==> src/rtl/lo_sequencer_if.sv <==
// lo_sequencer_if: configuration handshake and LO outputs of lo_sequencer; lo_reverse exists only with LO_REVERSE_EN.
interface lo_sequencer_if #(parameter int DIV_W = 8);
  logic             cfg_valid;
  logic             cfg_ready;
  logic [DIV_W-1:0] cfg_div;
  logic [1:0]       cfg_phase;
  logic             stop_req;
  logic [1:0]       lo_i;
  logic [1:0]       lo_q;
  logic             step_o;
  logic             busy;
  logic             done;
  logic             mix_valid;
`ifdef LO_REVERSE_EN
  logic             lo_reverse;
  modport master (output cfg_valid, cfg_div, cfg_phase, stop_req, lo_reverse,
                  input cfg_ready, lo_i, lo_q, step_o, busy, done, mix_valid);
  modport slave (input cfg_valid, cfg_div, cfg_phase, stop_req, lo_reverse,
                 output cfg_ready, lo_i, lo_q, step_o, busy, done, mix_valid);
`else
  modport master (output cfg_valid, cfg_div, cfg_phase, stop_req,
                  input cfg_ready, lo_i, lo_q, step_o, busy, done, mix_valid);
  modport slave (input cfg_valid, cfg_div, cfg_phase, stop_req,
                 output cfg_ready, lo_i, lo_q, step_o, busy, done, mix_valid);
`endif
endinterface

==> src/rtl/lo_sequencer.sv <==
// lo_sequencer: quadrature LO phase sequencer with step divider and phase-0 aligned stop.
// Optional LO_REVERSE_EN adds lo_reverse, which runs the index downward (negative-frequency LO).
module lo_sequencer #(parameter int DIV_W = 8) (
  input logic           clock,
  input logic           reset,
  lo_sequencer_if.slave bus
);
  typedef enum logic [1:0] {IDLE, RUN, STOP} state_t;
  state_t           state, state_n;
  logic [DIV_W-1:0] div_q, div_n, cnt, cnt_n;
  logic [1:0]       idx, idx_n, idx_step;
  logic             rev, wrap, at_div, step_n, done_n, busy_n;
`ifdef LO_REVERSE_EN
  always_ff @(posedge clock)
    if (reset) rev <= 1'b0;
    else if (bus.cfg_valid && bus.cfg_ready) rev <= bus.lo_reverse;
`else
  assign rev = 1'b0;
`endif
  // wrap marks the step that would return to the run's termination boundary
  assign wrap     = rev ? (idx == 2'd0) : (idx == 2'd3);
  assign idx_step = rev ? idx - 2'd1 : idx + 2'd1;
  assign at_div   = cnt == div_q;
  always_comb begin
    state_n = state;
    idx_n   = idx;
    cnt_n   = cnt;
    div_n   = div_q;
    step_n  = 1'b0;
    done_n  = 1'b0;
    case (state)
      IDLE: if (bus.cfg_valid && bus.cfg_ready) begin
        state_n = RUN;
        idx_n   = bus.cfg_phase;
        cnt_n   = '0;
        div_n   = bus.cfg_div;
      end
      RUN, STOP: begin
        if (state == RUN && bus.stop_req) state_n = STOP;
        if (at_div) begin
          cnt_n  = '0;
          idx_n  = idx_step;
          step_n = 1'b1;
          if (state == STOP && wrap) begin
            state_n = IDLE;
            step_n  = 1'b0;
            done_n  = 1'b1;
          end
        end else cnt_n = cnt + 1'b1;
      end
      default: state_n = IDLE;
    endcase
    busy_n = state_n != IDLE;
  end
  always_ff @(posedge clock)
    if (reset) begin
      state         <= IDLE;
      idx           <= 2'd0;
      cnt           <= '0;
      div_q         <= '0;
      bus.cfg_ready <= 1'b1;
      bus.lo_i      <= 2'b00;
      bus.lo_q      <= 2'b00;
      bus.step_o    <= 1'b0;
      bus.busy      <= 1'b0;
      bus.done      <= 1'b0;
      bus.mix_valid <= 1'b0;
    end else begin
      state         <= state_n;
      idx           <= idx_n;
      cnt           <= cnt_n;
      div_q         <= div_n;
      bus.cfg_ready <= !busy_n;
      bus.lo_i      <= !busy_n ? 2'b00 : idx_n == 2'd0 ? 2'b01 : idx_n == 2'd2 ? 2'b10 : 2'b00;
      bus.lo_q      <= !busy_n ? 2'b00 : idx_n == 2'd1 ? 2'b01 : idx_n == 2'd3 ? 2'b10 : 2'b00;
      bus.step_o    <= step_n;
      bus.busy      <= busy_n;
      bus.done      <= done_n;
      bus.mix_valid <= bus.busy;
    end
endmodule

==> src/flat_wrapper.sv <==
// flat-port wrapper written by rule: the top's interface ports become plain ports
module lo_sequencer_flat 
#(parameter int DIV_W = 8)
  (clock, reset, bus_cfg_valid, bus_cfg_div, bus_cfg_phase, bus_stop_req, bus_cfg_ready, bus_lo_i, bus_lo_q, bus_step_o, bus_busy, bus_done, bus_mix_valid);
  lo_sequencer_if #(.DIV_W(DIV_W)) bus_i ();
  input logic clock;
  input logic reset;
  input wire logic [$bits(bus_i.cfg_valid)-1:0] bus_cfg_valid;
  input wire logic [$bits(bus_i.cfg_div)-1:0] bus_cfg_div;
  input wire logic [$bits(bus_i.cfg_phase)-1:0] bus_cfg_phase;
  input wire logic [$bits(bus_i.stop_req)-1:0] bus_stop_req;
  output wire logic [$bits(bus_i.cfg_ready)-1:0] bus_cfg_ready;
  output wire logic [$bits(bus_i.lo_i)-1:0] bus_lo_i;
  output wire logic [$bits(bus_i.lo_q)-1:0] bus_lo_q;
  output wire logic [$bits(bus_i.step_o)-1:0] bus_step_o;
  output wire logic [$bits(bus_i.busy)-1:0] bus_busy;
  output wire logic [$bits(bus_i.done)-1:0] bus_done;
  output wire logic [$bits(bus_i.mix_valid)-1:0] bus_mix_valid;
  assign bus_i.cfg_valid = bus_cfg_valid;
  assign bus_i.cfg_div = bus_cfg_div;
  assign bus_i.cfg_phase = bus_cfg_phase;
  assign bus_i.stop_req = bus_stop_req;
  assign bus_cfg_ready = bus_i.cfg_ready;
  assign bus_lo_i = bus_i.lo_i;
  assign bus_lo_q = bus_i.lo_q;
  assign bus_step_o = bus_i.step_o;
  assign bus_busy = bus_i.busy;
  assign bus_done = bus_i.done;
  assign bus_mix_valid = bus_i.mix_valid;
  lo_sequencer #(.DIV_W(DIV_W)) u_core (.clock(clock), .reset(reset), .bus(bus_i));
endmodule
==> config.mk <==
export PLATFORM = sky130hd
export DESIGN_NAME = lo_sequencer_flat
export DESIGN_NICKNAME = d
export VERILOG_FILES = /design/src/rtl/lo_sequencer_if.sv /design/src/rtl/lo_sequencer.sv /design/src/flat_wrapper.sv
export SDC_FILE = /design/constraint.sdc
export NUM_CORES = 1
export LEC_CHECK = 0
export ABC_CLOCK_PERIOD_IN_PS = 2510
export BUFFER_PORTS_ARGS = -buffer_cell sky130_fd_sc_hd__buf_2
export CORE_ASPECT_RATIO = 1.4
export CORE_UTILIZATION = 54
export CTS_CLUSTER_SIZE = 30
export DETAILED_ROUTE_END_ITERATION = 6
export PLACE_DENSITY = 0.77
export SLEW_MARGIN = 10
export SYNTH_ARGS = -nofsm -noshare
export SYNTH_HDL_FRONTEND = slang
export SYNTH_SLANG_ARGS = --single-unit
==> constraint.sdc <==
create_clock -name clock -period 2.51 [get_ports clock]
set_input_delay 0.1255 -clock clock [delete_from_list [all_inputs] [get_ports clock]]
set_output_delay 0.1255 -clock clock [all_outputs]
set_load 0.05 [all_outputs]
==> results_tabular.tex <==
\begin{tabular}{lr}
\hline
Metric & Value \\
\hline
\multicolumn{2}{l}{\textbf{Outcome}} \\
Result of the run & complete, no violations \\
\multicolumn{2}{l}{\textbf{Timing}} \\
Number of pins exceeding their max-slew limit in the final report & 0 \\
Final Hold Viols & 0 \\
Setup repair after global routing missed its margin & false \\
Fraction of the cycle the final worst path needs & 90.3\% \\
Finish-stage setup viols & 0 \\
Slew at the pin closest to its max-slew limit & 0.404 ns \\
Clock period minus final worst setup slack & 2.27 ns \\
Final clock skew & 0.0103 ns \\
Peak clock frequency supported by timing & 0.441 GHz \\
Summed negative setup slack over all endpoints & 0 ns \\
Slew headroom & 73.0\% \\
\multicolumn{2}{l}{\textbf{Synth}} \\
Area contributors post-synth & dfxtp\_1 (43\%), nand2\_1 (6.4\%), xnor2\_1 (5.8\%) \\
Area share of the largest cell type after synthesis & a little over two fifths \\
Syn Area/Cell & 8.77 sq um \\
Part of the Yosys area used for sequential elements & a little over two fifths \\
Post-synthesis cell count & 155 \\
Synth Cell Area & 1360 sq um \\
Synth Register Bits & 29 \\
Top cell type by total area after synthesis & dfxtp\_1 \\
Syn\_nets & 175 \\
Synthesis warning total & 0 \\
Unique cell type count in the Yosys netlist & between 40 and 50 \\
\multicolumn{2}{l}{\textbf{Setup path}} \\
Start of the worst register-to-register path & u\_core.state[0] \\
Worst Reg2Reg Path Length in Cells & 7 \\
Critical path's slowest cell & or4b\_1 \\
CP Cell Sequence & inv\_1, ha\_1, nand3\_2, a21boi\_2, nand4\_1, or4b\_1, a31oi\_1 \\
Startpoint-to-endpoint class of the critical path & register to register \\
Data required time of the critical path & 2.77 ns \\
Data arrival time of the critical path & roughly 2.5 ns \\
Register-to-Register Setup Slack & approximately 0.24 ns \\
Highest cell delay on the worst timing path & 0.47 ns \\
Maximum fanout along the worst path & 13 \\
Worst r2r dst & u\_core.cnt[6] \\
Nature of the critical path endpoint & register \\
Kind of start point of the critical path & register \\
\multicolumn{2}{l}{\textbf{Route}} \\
Highest signal layer in the routed design & met4 \\
Met2 wire length & 1.39 mm \\
Via total after detailed routing & between 1000 and 1500 \\
Wire length reported by the detailed router & between 2 and 3 mm \\
Routed len/inst & 12.7 microns \\
DRC Markers & 0 \\
DRC marker count from the first detailed-route iteration & 20 \\
M1 wire length & between 1 and 1.5 mm \\
Remaining antenna violation count after routing & 0 \\
Post-DR vias/cell & 5.50 \\
Total length of routed met3 wires & approximately 110 microns \\
Initial DRT Pass Iterations & 4 \\
\multicolumn{2}{l}{\textbf{Clocking}} \\
Post-CTS Repair Setup Buffers & 0 \\
CTS sink cnt & 29 \\
H-Tree Level Count & 2 \\
Total CTS buffers & 5 \\
TritonCTS clock tree & yes \\
Clk pin slew, worst setup/hold paths & $\sim$0.1 ns \\
Hold Buf Count CTS & 0 \\
Number of buffers between clock root and the deepest sink & 2 \\
Clock tree root buffer cell & clkbuf\_4 \\
Post-CTS Resized & 0 \\
Worst skew pair latency & about 0.33 ns \\
\multicolumn{2}{l}{\textbf{Finish}} \\
Share of layout cells above drive strength 1 & 20.0\% \\
Layout Nets & approximately 200 \\
Synthesis-to-layout area growth & 17.3\% \\
Number of standard cells in the layout, taps in and fillers out & 214 \\
Fill cell instance count of the final layout & 218 \\
Number of antenna diodes & 0 \\
\multicolumn{2}{l}{\textbf{Placement}} \\
Weighted congestion at the end of routability-driven global placement & 0.875 \\
DP Wirelength & 2.01 mm \\
Number of I/O port buffers & 22 \\
Total instance count after detailed placement & 206 \\
\multicolumn{2}{l}{\textbf{Global routing}} \\
Grt total ovfl & 0 \\
Wire length of the first global-routing pass & 4.63 mm \\
Via count of the first global-routing pass & 1115 \\
Antenna violations before repair & 0 \\
Largest net degree at the start of global routing & 16 \\
Total global-route track usage & between 20\% and 30\% \\
\multicolumn{2}{l}{\textbf{Power and ir drop}} \\
Cell area power density & 865 nW/um\^{}2 \\
Maximum ir drop on the vdd rail & 0.847 mV \\
Leakage power summed over all cells & approximately 0.64 nW \\
\multicolumn{2}{l}{\textbf{Floorplan}} \\
Die area & about 2700 sq um \\
CORE AREA & 2390 sq um \\
Number of rows in the core area & 21 \\
Die span in x & between 40 and 50 microns \\
Vert. Die Dim & 61.4 microns \\
Starting density of the core & 56.8\% \\
Top-level port count & 23 \\
\multicolumn{2}{l}{\textbf{Min path}} \\
Count of cells along the worst hold path & 3 \\
Worst min-delay path category & input port to register \\
End point of the most critical hold path & u\_core.div\_q[2] \\
Min-delay src & bus\_cfg\_div[2] \\
\multicolumn{2}{l}{\textbf{Job}} \\
Reported max-cap violation count & 0 \\
\hline
\end{tabular}
==> power breakdown <==
part           internal (mW)  switching, mW
Clock                  0.308          0.164
Sequential             0.508         0.0379
Combinational          0.121          0.240
Total                  0.937          0.441
==> stage by stage <==
step	util [%]	setup WS (ns)	instance area (sq um)	power, mW	hold slack, ns
after floorplan	-	0.589	1360	0.833	0.197
after global placement	62.4	0.409	1490	0.904	0.368
after detailed placement	62.4	0.303	1490	0.915	0.373
after CTS	66.7	0.269	1590	1.39	0.0219
after global routing	66.7	0.0147	1590	1.45	0.0275
final	66.7	0.243	1590	1.38	0.0329
==> synth_stat cells <==
| master | instances |
|---|---|
| a31oi_1 | 1 |
| a21o_1 | 1 |
| o21ai_0 | 3 |
| and2_1 | 2 |
| mux2_2 | 1 |
| o21ai_1 | 4 |
| and3_1 | 2 |
| o211a_1 | 1 |
| o21a_1 | 3 |
| or4b_1 | 1 |
| a21boi_1 | 1 |
| inv_1 | 3 |
| nand3_2 | 1 |
| a21oi_1 | 12 |
| or3_1 | 1 |
| a311oi_1 | 1 |
| nor3_1 | 1 |
| a41oi_1 | 1 |
| clkbuf_1 | 4 |
| dfxtp_1 | 29 |
| nor2b_1 | 2 |
| nand4_1 | 4 |
| a211oi_1 | 2 |
| ha_1 | 6 |
| o211ai_1 | 1 |
| xnor2_1 | 9 |
| or2_1 | 1 |
| nor4_1 | 3 |
| a22oi_1 | 1 |
| a32oi_2 | 1 |
| nand2b_1 | 2 |
| inv_2 | 1 |
| buf_2 | 1 |
| nor2_1 | 10 |
| nand2_1 | 23 |
| o31a_1 | 1 |
| xor2_1 | 5 |
| nand3b_1 | 1 |
| a21boi_2 | 1 |
| or3b_2 | 1 |
| nand3_1 | 6 |
==> layer usage <==
layer | vias up | GRT usage [%]
li1 | 593 | -
met1 | 544 | 24.1
met2 | 28 | 41.0
met3 | 13 | 8.80
met4 | 0 | 16.5
met5 | - | 0
==> cell families (layout without fill, tap and decap cells) <==
kind of cell / count (synthesis) / in the layout / share of synthesized area (%)
and+or+nand+nor: 61 / 61 / 22.2
AOI/OAI and AO/OA: 35 / 35 / 17.1
DFF: 29 / 29 / 42.7
xor gates and xnor gates: 14 / 14 / 9.02
buffers and inverters: 9 / 34 / 2.58
adders and majority gates: 6 / 6 / 5.52
muxes: 1 / 1 / 0.829
==> cell type report <==
type / count / area [sq um] / share of cell area (%)
clock buffer: 5 / 37.5 / 2.35
clock inverter: 3 / 65.1 / 4.08
inverter: 4 / 15.0 / 0.942
multi-input combinational: 117 / 743 / 46.6
sequential: 29 / 581 / 36.4
tap: 34 / 42.5 / 2.67
timing repair buffer: 22 / 110 / 6.91
==> cell usage in the layout (no fill, tap or decap), drive strengths merged, types with 2 or more instances in the layout <==
cell type / netlist / layout
nand4: 4 / 4
bufinv: 0 / 2
nand2b: 2 / 2
o21ai: 7 / 7
and3: 2 / 2
inv: 4 / 4
xnor2: 9 / 9
and2: 2 / 2
nand3: 7 / 7
nor2: 10 / 10
buf: 1 / 22
nor2b: 2 / 2
ha: 6 / 6
a21boi: 2 / 2
nor4: 3 / 3
a21oi: 12 / 12
dfxtp: 29 / 29
xor2: 5 / 5
o21a: 3 / 3
a211oi: 2 / 2
clkbuf: 4 / 5
nand2: 23 / 23
==> registers in the layout, summed over array words and instances, names as in the netlist <==
name / cells
u_core.cnt: 8
u_core.div_q: 8
u_core.bus.lo_i: 2
u_core.bus.lo_q: 2
u_core.idx: 2
u_core.state: 2
u_core.bus.busy: 1
u_core.bus.cfg_ready: 1
u_core.bus.done: 1
u_core.bus.mix_valid: 1
u_core.bus.step_o: 1
==> how the worst max path moves through the flow <==
stage	from	endpoint	slack, ns	depth (start not counted)
3_5_place_dp	u_core.state[0]	u_core.cnt[6]	0.30	7
2_1_floorplan	u_core.state[0]	u_core.cnt[6]	0.59	7
6_report	u_core.state[0]	u_core.cnt[6]	0.24	7
3_3_place_gp	u_core.state[0]	u_core.cnt[6]	0.41	7
5_1_grt	u_core.state[1]	u_core.cnt[6]	0.01	7
4_1_cts	u_core.state[0]	u_core.cnt[6]	0.27	7
==> critical path, delay by kind of cell (launching register included) <==
family | cells | cell delay [ns]
buffers and inverters | 1 | 0.13
flip-flops | 1 | 0.35
AND/OR/NAND/NOR | 3 | 0.89
adder cells (fa/ha/maj) | 1 | 0.34
AO/OA/AOI/OAI | 2 | 0.49
(Power assumes the default switching activity.)
